<file path="src/rtl/fifo_pkg.sv">
// Shared helpers for the FIFO family.
//   cnt_width(depth) : width of an occupancy counter able to hold depth+1
//   is_pow2(value)   : true when value is a non-zero power of two
package fifo_pkg;

  // Occupancy of a FWFT FIFO reaches depth+1 (RAM entries plus head word).
  function automatic int cnt_width(input int depth);
    return $clog2(depth + 2);
  endfunction

  function automatic bit is_pow2(input int value);
    return (value > 0) && ((value & (value - 1)) == 0);
  endfunction

endpackage : fifo_pkg

</file>
<file path="src/rtl/simple_dpram_sclk.sv">
// Single-clock simple dual-port RAM with a registered read port.
// A read that hits the address being written in the same cycle returns the
// new write data when ENABLE_BYPASS is set. The read register only updates
// on rd_en, so dout holds between reads.
//   clk   : clock, rising edge
//   raddr : read address          rd_en : read enable
//   waddr : write address         wr_en : write enable
//   din   : write data            dout  : registered read data
module simple_dpram_sclk #(
  parameter int ADDR_WIDTH    = 4,
  parameter int DATA_WIDTH    = 32,
  parameter int NUM_MEM       = 16,
  parameter bit ENABLE_BYPASS = 1'b1
) (
  input  logic                  clk,
  input  logic [ADDR_WIDTH-1:0] raddr,
  input  logic                  rd_en,
  input  logic [ADDR_WIDTH-1:0] waddr,
  input  logic                  wr_en,
  input  logic [DATA_WIDTH-1:0] din,
  output logic [DATA_WIDTH-1:0] dout
);

  logic [DATA_WIDTH-1:0] mem [NUM_MEM];

  // NOTE: the storage array has no reset so it maps onto block RAM; the
  // consumer must qualify dout with its own valid flag.
  always_ff @(posedge clk) begin
    if (wr_en) mem[waddr] <= din;
  end

  always_ff @(posedge clk) begin
    if (rd_en) begin
      if (ENABLE_BYPASS && wr_en && (waddr == raddr)) dout <= din;
      else                                            dout <= mem[raddr];
    end
  end

endmodule : simple_dpram_sclk

</file>
<file path="src/rtl/sync_fifo_fwft.sv">
// First-word-fall-through FIFO over simple_dpram_sclk. The head word is the
// RAM read register itself; the control logic prefetches into it whenever it
// is empty or being consumed, using the RAM bypass for write-through.
//   clk, rst     : clock, synchronous active-high reset
//   flush        : synchronous clear, rst has priority
//   in_valid/in_ready/in_data    : producer handshake
//   out_valid/out_ready/out_data : consumer handshake, out_data is RAM dout
//   count        : RAM entries plus head word (0..DEPTH+1)
//   almost_full  : count >= ALMOST_FULL_LVL
module sync_fifo_fwft
  import fifo_pkg::*;
#(
  parameter int DATA_WIDTH      = 32,
  parameter int DEPTH           = 16,
  parameter int ALMOST_FULL_LVL = DEPTH - 2
) (
  input  logic                         clk,
  input  logic                         rst,
  input  logic                         flush,
  input  logic                         in_valid,
  output logic                         in_ready,
  input  logic [DATA_WIDTH-1:0]        in_data,
  output logic                         out_valid,
  input  logic                         out_ready,
  output logic [DATA_WIDTH-1:0]        out_data,
  output logic [cnt_width(DEPTH)-1:0]  count,
  output logic                         almost_full
);

  localparam int AW    = $clog2(DEPTH);
  localparam int CNT_W = cnt_width(DEPTH);

  if (!is_pow2(DEPTH) || DEPTH < 2) begin : g_bad_depth
    $fatal(1, "sync_fifo_fwft: DEPTH must be a power of two and at least 2");
  end

  logic [AW-1:0]    wr_ptr, rd_ptr;
  logic [CNT_W-1:0] ram_cnt, ram_cnt_next;
  logic             in_fire, out_fire, wr_en, rd_en;

  // Readiness depends on registered state only, so there is no
  // combinational path from out_ready back to the producer.
  assign in_ready = !rst && (ram_cnt != CNT_W'(DEPTH));
  assign in_fire  = in_valid && in_ready;
  assign out_fire = out_valid && out_ready;

  // A flush discards any word offered in the same cycle.
  assign wr_en = in_fire && !flush;

  // Refill the head whenever it is free or leaving, from the RAM or, when the
  // RAM is empty, straight from the incoming word via the bypass path
  // (rd_ptr == wr_ptr in that case).
  assign rd_en = ((ram_cnt != '0) || in_fire) && (!out_valid || out_ready)
                 && !flush && !rst;

  // NOTE: every signal assigned in always_comb gets a value on every path,
  // here a default up front, so no latch is inferred.
  always_comb begin
    ram_cnt_next = ram_cnt;
    if (wr_en) ram_cnt_next = ram_cnt_next + CNT_W'(1);
    if (rd_en) ram_cnt_next = ram_cnt_next - CNT_W'(1);
  end

  // NOTE: sequential state uses non-blocking assignments so every register
  // samples pre-edge values regardless of statement order.
  always_ff @(posedge clk) begin
    if (rst || flush) begin
      wr_ptr    <= '0;
      rd_ptr    <= '0;
      ram_cnt   <= '0;
      out_valid <= 1'b0;
    end else begin
      ram_cnt <= ram_cnt_next;
      if (wr_en) wr_ptr <= wr_ptr + AW'(1);
      if (rd_en) begin
        rd_ptr    <= rd_ptr + AW'(1);
        out_valid <= 1'b1;
      end else if (out_fire) begin
        out_valid <= 1'b0;
      end
    end
  end

  assign count       = ram_cnt + CNT_W'(out_valid);
  assign almost_full = (int'(count) >= ALMOST_FULL_LVL);

  simple_dpram_sclk #(
    .ADDR_WIDTH   (AW),
    .DATA_WIDTH   (DATA_WIDTH),
    .NUM_MEM      (DEPTH),
    .ENABLE_BYPASS(1'b1)
  ) u_ram (
    .clk  (clk),
    .raddr(rd_ptr),
    .rd_en(rd_en),
    .waddr(wr_ptr),
    .wr_en(wr_en),
    .din  (in_data),
    .dout (out_data)
  );

endmodule : sync_fifo_fwft

</file>
<file path="config.mk">
export PLATFORM = sky130hd
export DESIGN_NAME = sync_fifo_fwft
export DESIGN_NICKNAME = d
export VERILOG_FILES = /design/src/rtl/fifo_pkg.sv /design/src/rtl/simple_dpram_sclk.sv /design/src/rtl/sync_fifo_fwft.sv
export SDC_FILE = /design/constraint.sdc
export NUM_CORES = 1
export LEC_CHECK = 0
export ABC_CLOCK_PERIOD_IN_PS = 8400
export BUFFER_PORTS_ARGS = -buffer_cell sky130_fd_sc_hd__clkbuf_2
export CAP_MARGIN = 10
export CORE_MARGIN = 3
export CORE_UTILIZATION = 59
export DETAILED_ROUTE_END_ITERATION = 8
export PLACE_DENSITY = 0.76
export SLEW_MARGIN = 20
export SYNTH_ARGS = -nofsm -noshare
export SYNTH_HDL_FRONTEND = slang
export SYNTH_SLANG_ARGS = --single-unit
</file>
<file path="constraint.sdc">
create_clock -name clk -period 8.4 [get_ports clk]
set_input_delay 1.68 -clock clk [delete_from_list [all_inputs] [get_ports clk]]
set_output_delay 1.68 -clock clk [all_outputs]
set_load 0.03 [all_outputs]
</file>
---- Yosys cells after proc, flatten, opt, wreduce, memory -nomap -nowiden ----
Memory sizes are Yosys's and may differ from the RTL's. A register that Yosys moved wholly into a read port is not among the register bits.
Index checks and enable logic that the tools add are counted.
operators by class
  $lt $le $gt $ge ......................... 1
  $add $sub $neg .......................... 5
  equality and inequality tests ........... 1
  reductions and logical operators ........ 15
  mux-type cells .......................... 6
operators with widths
  operator                                                                              number
  5-bit two-way mux                                                                     2
  4-bit by 1-bit adder with 4-bit output (second input constant)                        2
  1-bit logical AND                                                                     7
  5-bit by 1-bit adder with 5-bit output                                                1
  5-bit by 1-bit adder with 5-bit output (second input constant)                        1
  5-bit by 4-bit greater-or-equal comparator with 1-bit output (second input constant)  1
  5-bit != test (second input constant)                                                 1
  5-bit nonzero test                                                                    1
  5-bit by 1-bit subtractor with 5-bit output (second input constant)                   1
  1-bit two-way mux                                                                     4
  1-bit logical NOT                                                                     3
  1-bit logical OR                                                                      3
  2-bit nonzero test                                                                    1
word-level totals
  output and inout port bits .............. 40
  RAM bits ................................ 512
  flip-flop bits (word level) ............. 14
  memories ................................ 1
  input port bits ......................... 37
memories
  memory     words  bits a word  rd ports  clocked after memory_dff  write ports  RTL line                 RTL
  u_ram.mem  16     32           1         1                         1            simple_dpram_sclk.sv:24  logic [DATA_WIDTH-1:0] mem [NUM_MEM];

---- Depth between registers and ports, before layout ----
Gate-level depths: netlist (run 1).
  depth after elaboration ................. 8
  depth in mapped cells ................... 9
  mapped depth without buffers ............ 9

---- Cells and area by module ----
Synthesis (run 1) repeated with hierarchy kept, for this count alone.
second synthesis, totals
  cell total of the unflattened synthesis .. 970
  area total of the unflattened synthesis .. 21,409.3 sq um
modules (own cells, without submodules)
  module             seq. area each (sq um)  instances  area an instance (sq um)  cells an instance
  simple_dpram_sclk  16,335.7                1          20,576.0                  879
  sync_fifo_fwft     280.3                   1          833.3                     91

---- Least setup slack after synthesis (run 1) ----
Ideal clock, no wire load.
  path kind ............................... input-to-reg
  from .................................... input rst
  to ...................................... memory u_ram.mem[3][0], enable pin
  cell stages on the path ................. 4
  buffers on the path ..................... 0
  required time ........................... 7,939 ps
  slack ................................... 3,310 ps
  setup time .............................. 461 ps
  arrival time ............................ 4,629 ps
  cells stage by stage .................... nand2b_1 nor3_4 nand2_1 nor3_1
on the way
  word-level cells in the longest chain between the ends .. 6
RTL lines
  item                                     RTL line                 RTL
  start: declaration                       sync_fifo_fwft.sv:18     input logic rst,
  1-bit logical NOT                        sync_fifo_fwft.sv:43     assign in_ready = !rst && (ram_cnt != CNT_W'(DEPTH));
  1-bit logical AND                        sync_fifo_fwft.sv:43
  1-bit logical AND                        sync_fifo_fwft.sv:44     assign in_fire = in_valid && in_ready;
  1-bit logical AND                        sync_fifo_fwft.sv:48     assign wr_en = in_fire && !flush;
  1-bit two-way mux                        simple_dpram_sclk.sv:29  if (wr_en) mem[waddr] <= din;
  1-bit two-way mux (implied by the code)  simple_dpram_sclk.sv:29
  end: declaration                         simple_dpram_sclk.sv:24
No other way between the ends.

---- Final worst setup path (run 1) ----
  from .................................... input rst
  to ...................................... output in_ready
on the way
  word-level cells in the longest chain between the ends .. 2
RTL lines
  item               RTL line              RTL
  1-bit logical NOT  sync_fifo_fwft.sv:43
  1-bit logical AND  sync_fifo_fwft.sv:43
  end: declaration   sync_fifo_fwft.sv:21  output logic in_ready,
No other way between the ends.

==> flow_summary.toml, run 1 <==
[run_status]
status = "completed"

[timing]
rsz0062_at_grt = "no"
worst_slew_pin_slew_ns = 1.09
slew_viol_final = 0
slew_headroom_pct = 27.4
hold_viol = 0
fin_setup_tns_ns = 0
finalCritPeriodShare_pct = 45.4
finalCriticalPeriod_ns = 3.81
setup_viol = 0
fin_skew_ns = 0.0156
max_freq_mhz = 262

[yosys]
yosysSeqAreaShare_pct = 76.2
synth_edf_count = 544
synth_seq_cells = 558
syn_avg_cell_area_um2 = 21.6
ys_top_cells_by_area = "edfxtp_1, mux4_2, mux2_2"
syn_area_mm2 = 0.0218
dominantRegCellSynth = "edfxtp_1"
yosys.cell_types.count = 38
syn_inst = 1010
ys_async_sr_fraction_pct = 0
syn_nets = 1057
yosysWarningCount = 0
synth_top_area_share_pct = 74.9
synth_top_cell_by_area = "edfxtp_1"

[worst_setup_path]
crit_type = "input port to output pin"
worstSetupStartpoint = "rst"
ff2ff_setup_slack_ns = 5.23
worstSetupEndpoint = "in_ready"
path_max_fanout = 6
worst_ep_arrival_time_ns = 2.13
start_kind = "input port"
worst_setup_path_end_kind = "output pin"
rr_worst_depth = 6
r2r-end = "u_ram.mem[10][24]"
required_ns = 6.72
crit-reg2reg-launch = "ram_cnt[0]"

[global_routing]
antenna_found_initial = 0
grt_pass1_vias = 10521
grt_pass1_wl_um = 65000
grt_use_total_pct = 22.2
grt_overflow = 0
grt_max_degree = 80

[clocking]
tritoncts = "done"
cts_made_buffers = 54
cts_hold_buf = 0
cts_buffer_depth = 3
path_clk_slew_ns = 0.06
cts_sinks = 558
cts_root_buf = "clkbuf_16"
cts_resized = 0
htreeDepth = 2
post_cts_buffers = 0
clock_latency_ns = 0.57

[final_layout]
multi_input_area_mm2 = 0.00498
syn2layout_area_growth_pct = 12.2
regArea_mm2 = 0.0166
fin_nets = 1157
final.fill_count = 2176
drive_gt1_share_pct = 30.8
n_antenna_cell = 0

[drt]
wl_um = 42500
vias = 10116
ant_nets = 0
vias_per_cell = 6.26
wl_per_cell_um = 26.3
firstDrtPassIters = 5
drcViolationCount = 0
drtIter0Drc = 863

[die]
coreArea_mm2 = 0.0360
ios = 77
die_h_um = 198
die_width_um = 198
core.rowCount = 69
fp.dieArea_mm2 = 0.0393
start_util_pct = 60.6

[place]
hpwl_um = 23000
routabilityCongestion = 0.745
port_buffers = 76

[pwr]
pwr_density_cell_mw_per_mm2 = 223
power_uw = 5450
peakVddDrop_mv = 0.176
p_leak_uw = 0.00758

[hold_path]
hold_class = "flip-flop to flip-flop"
min_from = "out_valid"

[run]
drv_cap = 0
==> power by group <==
group	leakage [uW]	internal, uW	switching (uW)
logic	0.00178	65.8	109
registers	0.00501	3070	9.95
clock network	0.000791	1230	970
total	0.00758	4360	1090
==> worst max-delay path: stages <==
cell and delay (ns):
clkbuf_2 0.12, nor2_1 0.12, clkbuf_2 0.21
==> through the flow <==
stage	hold WS (ns)	util, %	worst slack [ns]	cell area, um2	std cells
3_5_place_dp	0.528	63.1	4.18	22700	1510
5_1_grt	0.553	68.0	4.47	24500	1615
6_report	0.533	68.0	4.59	24500	1615
3_3_place_gp	0.525	63.1	4.22	22700	1510
2_1_floorplan	0.523	-	3.31	21800	1010
4_1_cts	0.535	67.6	4.57	24300	1610
==> cells by family (layout without fill, tap and decap cells) <==
| logic type | after synthesis | after routing | share of synthesized area, % |
|---|---|---|---|
| AO/OA/AOI/OAI | 76 | 76 | 2.20 |
| AND/OR/NAND/NOR | 95 | 95 | 2.43 |
| multiplexers | 194 | 194 | 16.4 |
| XOR/XNOR | 17 | 17 | 0.682 |
| buffers and inverters | 60 | 204 | 1.54 |
| adder cells (fa/ha/maj) | 10 | 10 | 0.573 |
| flip-flops | 558 | 558 | 76.2 |
==> metal layers <==
layer / vias up / GRT usage [%] / routed length [um]
met5: - / 0 / 0
met4: 0 / 6.66 / 1100
met3: 77 / 3.20 / 2090
met2: 334 / 36.9 / 21800
met1: 5302 / 31.4 / 17500
li1: 4403 / - / -
==> state kept, by name, indices dropped and copies added, names as in the netlist <==
signal / count
out_valid: 1
ram_cnt: 5
rd_ptr: 4
u_ram.dout: 32
u_ram.mem: 512
wr_ptr: 4
==> cell usage after synthesis, drive strengths merged (4+ instances only) <==
library cell,count
dfxtp,14
xor2,11
buf,39
a21oi,36
mux2,33
edfxtp,544
inv,4
mux4,128
nand2b,4
a211oi,33
mux2i,33
nor3,8
nand2,10
ha,10
xnor2,6
clkbuf,17
nor2b,34
nand4,4
nor2,24
==> worst min path at each step <==
stage / slack [ns] / endpoint / cells after the start
floorplan: 0.52 / wr_ptr[1] / 2
global placement: 0.52 / out_valid / 2
detailed placement: 0.53 / out_valid / 2
CTS: 0.54 / out_valid / 2
global route: 0.55 / out_valid / 2
finish: 0.53 / out_valid / 2
==> placed cells by master, fill, tap and decap left out, types with 5 or more instances in the layout <==
cell type,synthesis,routed
edfxtp_1,544,544
buf_4,6,18
clkbuf_2,0,76
nor2_1,24,12
a211oi_1,33,33
clkbuf_1,17,9
buf_16,0,5
nor2_4,0,12
clkinv_2,0,11
mux2_2,33,33
mux4_2,128,128
nand2_1,9,9
nor2b_1,34,34
mux2i_1,33,33
a21oi_1,36,36
xor2_1,11,11
dfxtp_1,14,10
xnor2_1,6,6
ha_1,10,10
clkinv_1,0,22
clkbuf_16,0,57
==> layout make-up <==
cell class | count | area share, %
inverter | 4 | 0.0613
clock buffer | 66 | 5.97
timing repair buffer | 100 | 2.75
clock inverter | 34 | 0.593
sequential | 558 | 67.9
multi-input combinational | 392 | 20.3
tap | 461 | 2.36
No activity file was read; power rests on OpenSTA's default activity.
==> run 2: changes to the inputs <==
ABC_CLOCK_PERIOD_IN_PS = 3800   (was 8400)
clock period = 3.8 ns   (was 8.4 ns; I/O delays follow)
==> flow_summary.toml, run 2 (synthesis gave the netlist of run 1 again) <==
[global_routing]
grt_max_degree = 55
antenna_found_initial = 0
grtUsageMet2_pct = 40.3
grt_use_total_pct = 23.9
grt.met3_usage_pct = 3.18
use_met1_pct = 32.5
grt_pass1_vias = 10843
grt_pass1_wl_um = 68500
busiest_layer = "met2"
grt_overflow = 0

[timing]
layout_setup_ws_ns = 0.917
finalCritPeriodShare_pct = 75.9
rsz0062_at_grt = "no"
slew_viol_final = 0
worst_slew_pin_slew_ns = 0.904
finalCriticalPeriod_ns = 2.88
setup_viol = 0
max_freq_mhz = 347
fin_setup_tns_ns = 0
hold_viol = 0
worst_hold_slack_ns = 0.531
fin_skew_ns = 0.0234
slew_headroom_pct = 39.7

[clocking]
cts_resized = 0
post_cts_buffers = 0
cts_root_buf = "clkbuf_16"
path_clk_slew_ns = 0.06
tritoncts = "done"
cts_sinks = 558
cts_made_buffers = 54
cts_hold_buf = 0
clock_latency_ns = 0.58
htreeDepth = 2
cts_buffer_depth = 3

[die]
die_width_um = 198
die_h_um = 198
coreArea_mm2 = 0.0360
core.rowCount = 69
start_util_pct = 60.6
ios = 77
fp.dieArea_mm2 = 0.0393

[run_status]
status = "completed"

[final_layout]
largest_reg_flops = 512
fin_nets = 1174
largest_registers = "u_ram.mem (512), u_ram.dout (32), ram_cnt (5)"
most-common-layout-cells = "edfxtp_1, mux4_2, clkbuf_2"
top_register = "u_ram.mem"
drive_gt1_share_pct = 31.9
mostFrequentLayoutCell = "edfxtp_1"
syn2layout_area_growth_pct = 12.9
n_antenna_cell = 0

[hold_path]
hold_class = "input port to flip-flop"

[drt]
ant_nets = 0
drcViolationCount = 0
drtIter0Drc = 695
wl_um = 45200
firstDrtPassIters = 5
vias_per_cell = 6.34
wl_per_cell_um = 27.8
vias = 10328

[worst_setup_path]
ff2ff_setup_slack_ns = 0.98
worst_setup_path_end_kind = "output pin"
crit_type = "flip-flop to output pin"
critPathBufInv = 1
crit_path_cell_trace = "ha_1, ha_1, nand3_1, xnor2_1, a31o_2, clkbuf_2"
cpMostUsedCell = "ha_1"
path_max_fanout = 6
start_kind = "flip-flop"
required_ns = 3.04
worst_path_dominant_cell_family = "flip-flops"
worst_path_max_delay_cell = "dfxtp_1"
max_stage_delay_ns = 0.48
worst_ep_arrival_time_ns = 2.12

[pwr]
combPwrFrac_pct = 3.4
p_leak_uw = 0.00765
seq_power_share_pct = 55.5
pwr_density_cell_mw_per_mm2 = 498
intPower_uw = 9840
peakVddDrop_mv = 0.429
p_sw_uw = 2420
power_uw = 12300
p_clk_share_pct = 41.1
p_sw_share_pct = 19.7

[place]
hpwl_um = 26300
routabilityCongestion = 0.757
port_buffers = 76
place_ws_ns = 0.879

[run]
drv_cap = 0
-- run 2: changes by cell type in the layout (fill, tap and decap cells not counted), sizes merged --
cell,change
buf,+17
clkinv,-10
bufinv,+4
inv,+2
clkbuf,+1
clkinvlp,-1
-- run 2: worst min-delay path: cells and delay by family --
family,cells,cell delay [ns]
AO/OA/AOI/OAI,1,0.08
AND/OR/NAND/NOR,1,0.13
buffers and inverters,1,0.07
-- run 2: power by group through the flow --
stage,clock [uW],combinational [uW],sequential [uW]
detailed placement,0,423,6940
global route,5370,454,6810
finish,5040,418,6810
CTS,5130,426,6810
floorplan,0,209,6960
global placement,0,413,6940
-- run 2: final timing paths --
| path | startpoint | endpoint | cells after the start |
|---|---|---|---|
| worst max register to register | ram_cnt[0] | ram_cnt[4] | 10 |
| worst min-delay path | out_ready | out_valid | 3 |
| worst max-delay path | ram_cnt[0] | almost_full | 6 |
| worst min register to register | out_valid | out_valid | 2 |
-- run 2: stage by stage --
stage / instance area, um2 / instances / utilization (%)
after global placement: 23000 / 1532 / 63.8
after CTS: 24600 / 1628 / 68.4
after global routing: 24600 / 1628 / 68.4
after floorplan: 21800 / 1010 / -
final: 24600 / 1628 / 68.4
after detailed placement: 23000 / 1532 / 63.8
-- run 2: area by class of cell --
class	count	area [um2]
Clock buffer	67	1420
Fill cell	2196	11400
Timing Repair Buffer	117	751
Inverter	4	15.0
Multi-Input combinational cell	392	5000
Clock inverter	29	236
Sequential cell	558	16600
Tap cell	461	577
-- run 2: per-layer routing --
layer / up-vias / wire length, um / part of all wire, %
li1: 4436 / - / -
met1: 5462 / 17900 / 40
met2: 335 / 23600 / 52
met3: 95 / 2100 / 4.7
met4: 0 / 1600 / 3.5
met5: - / 0 / 0
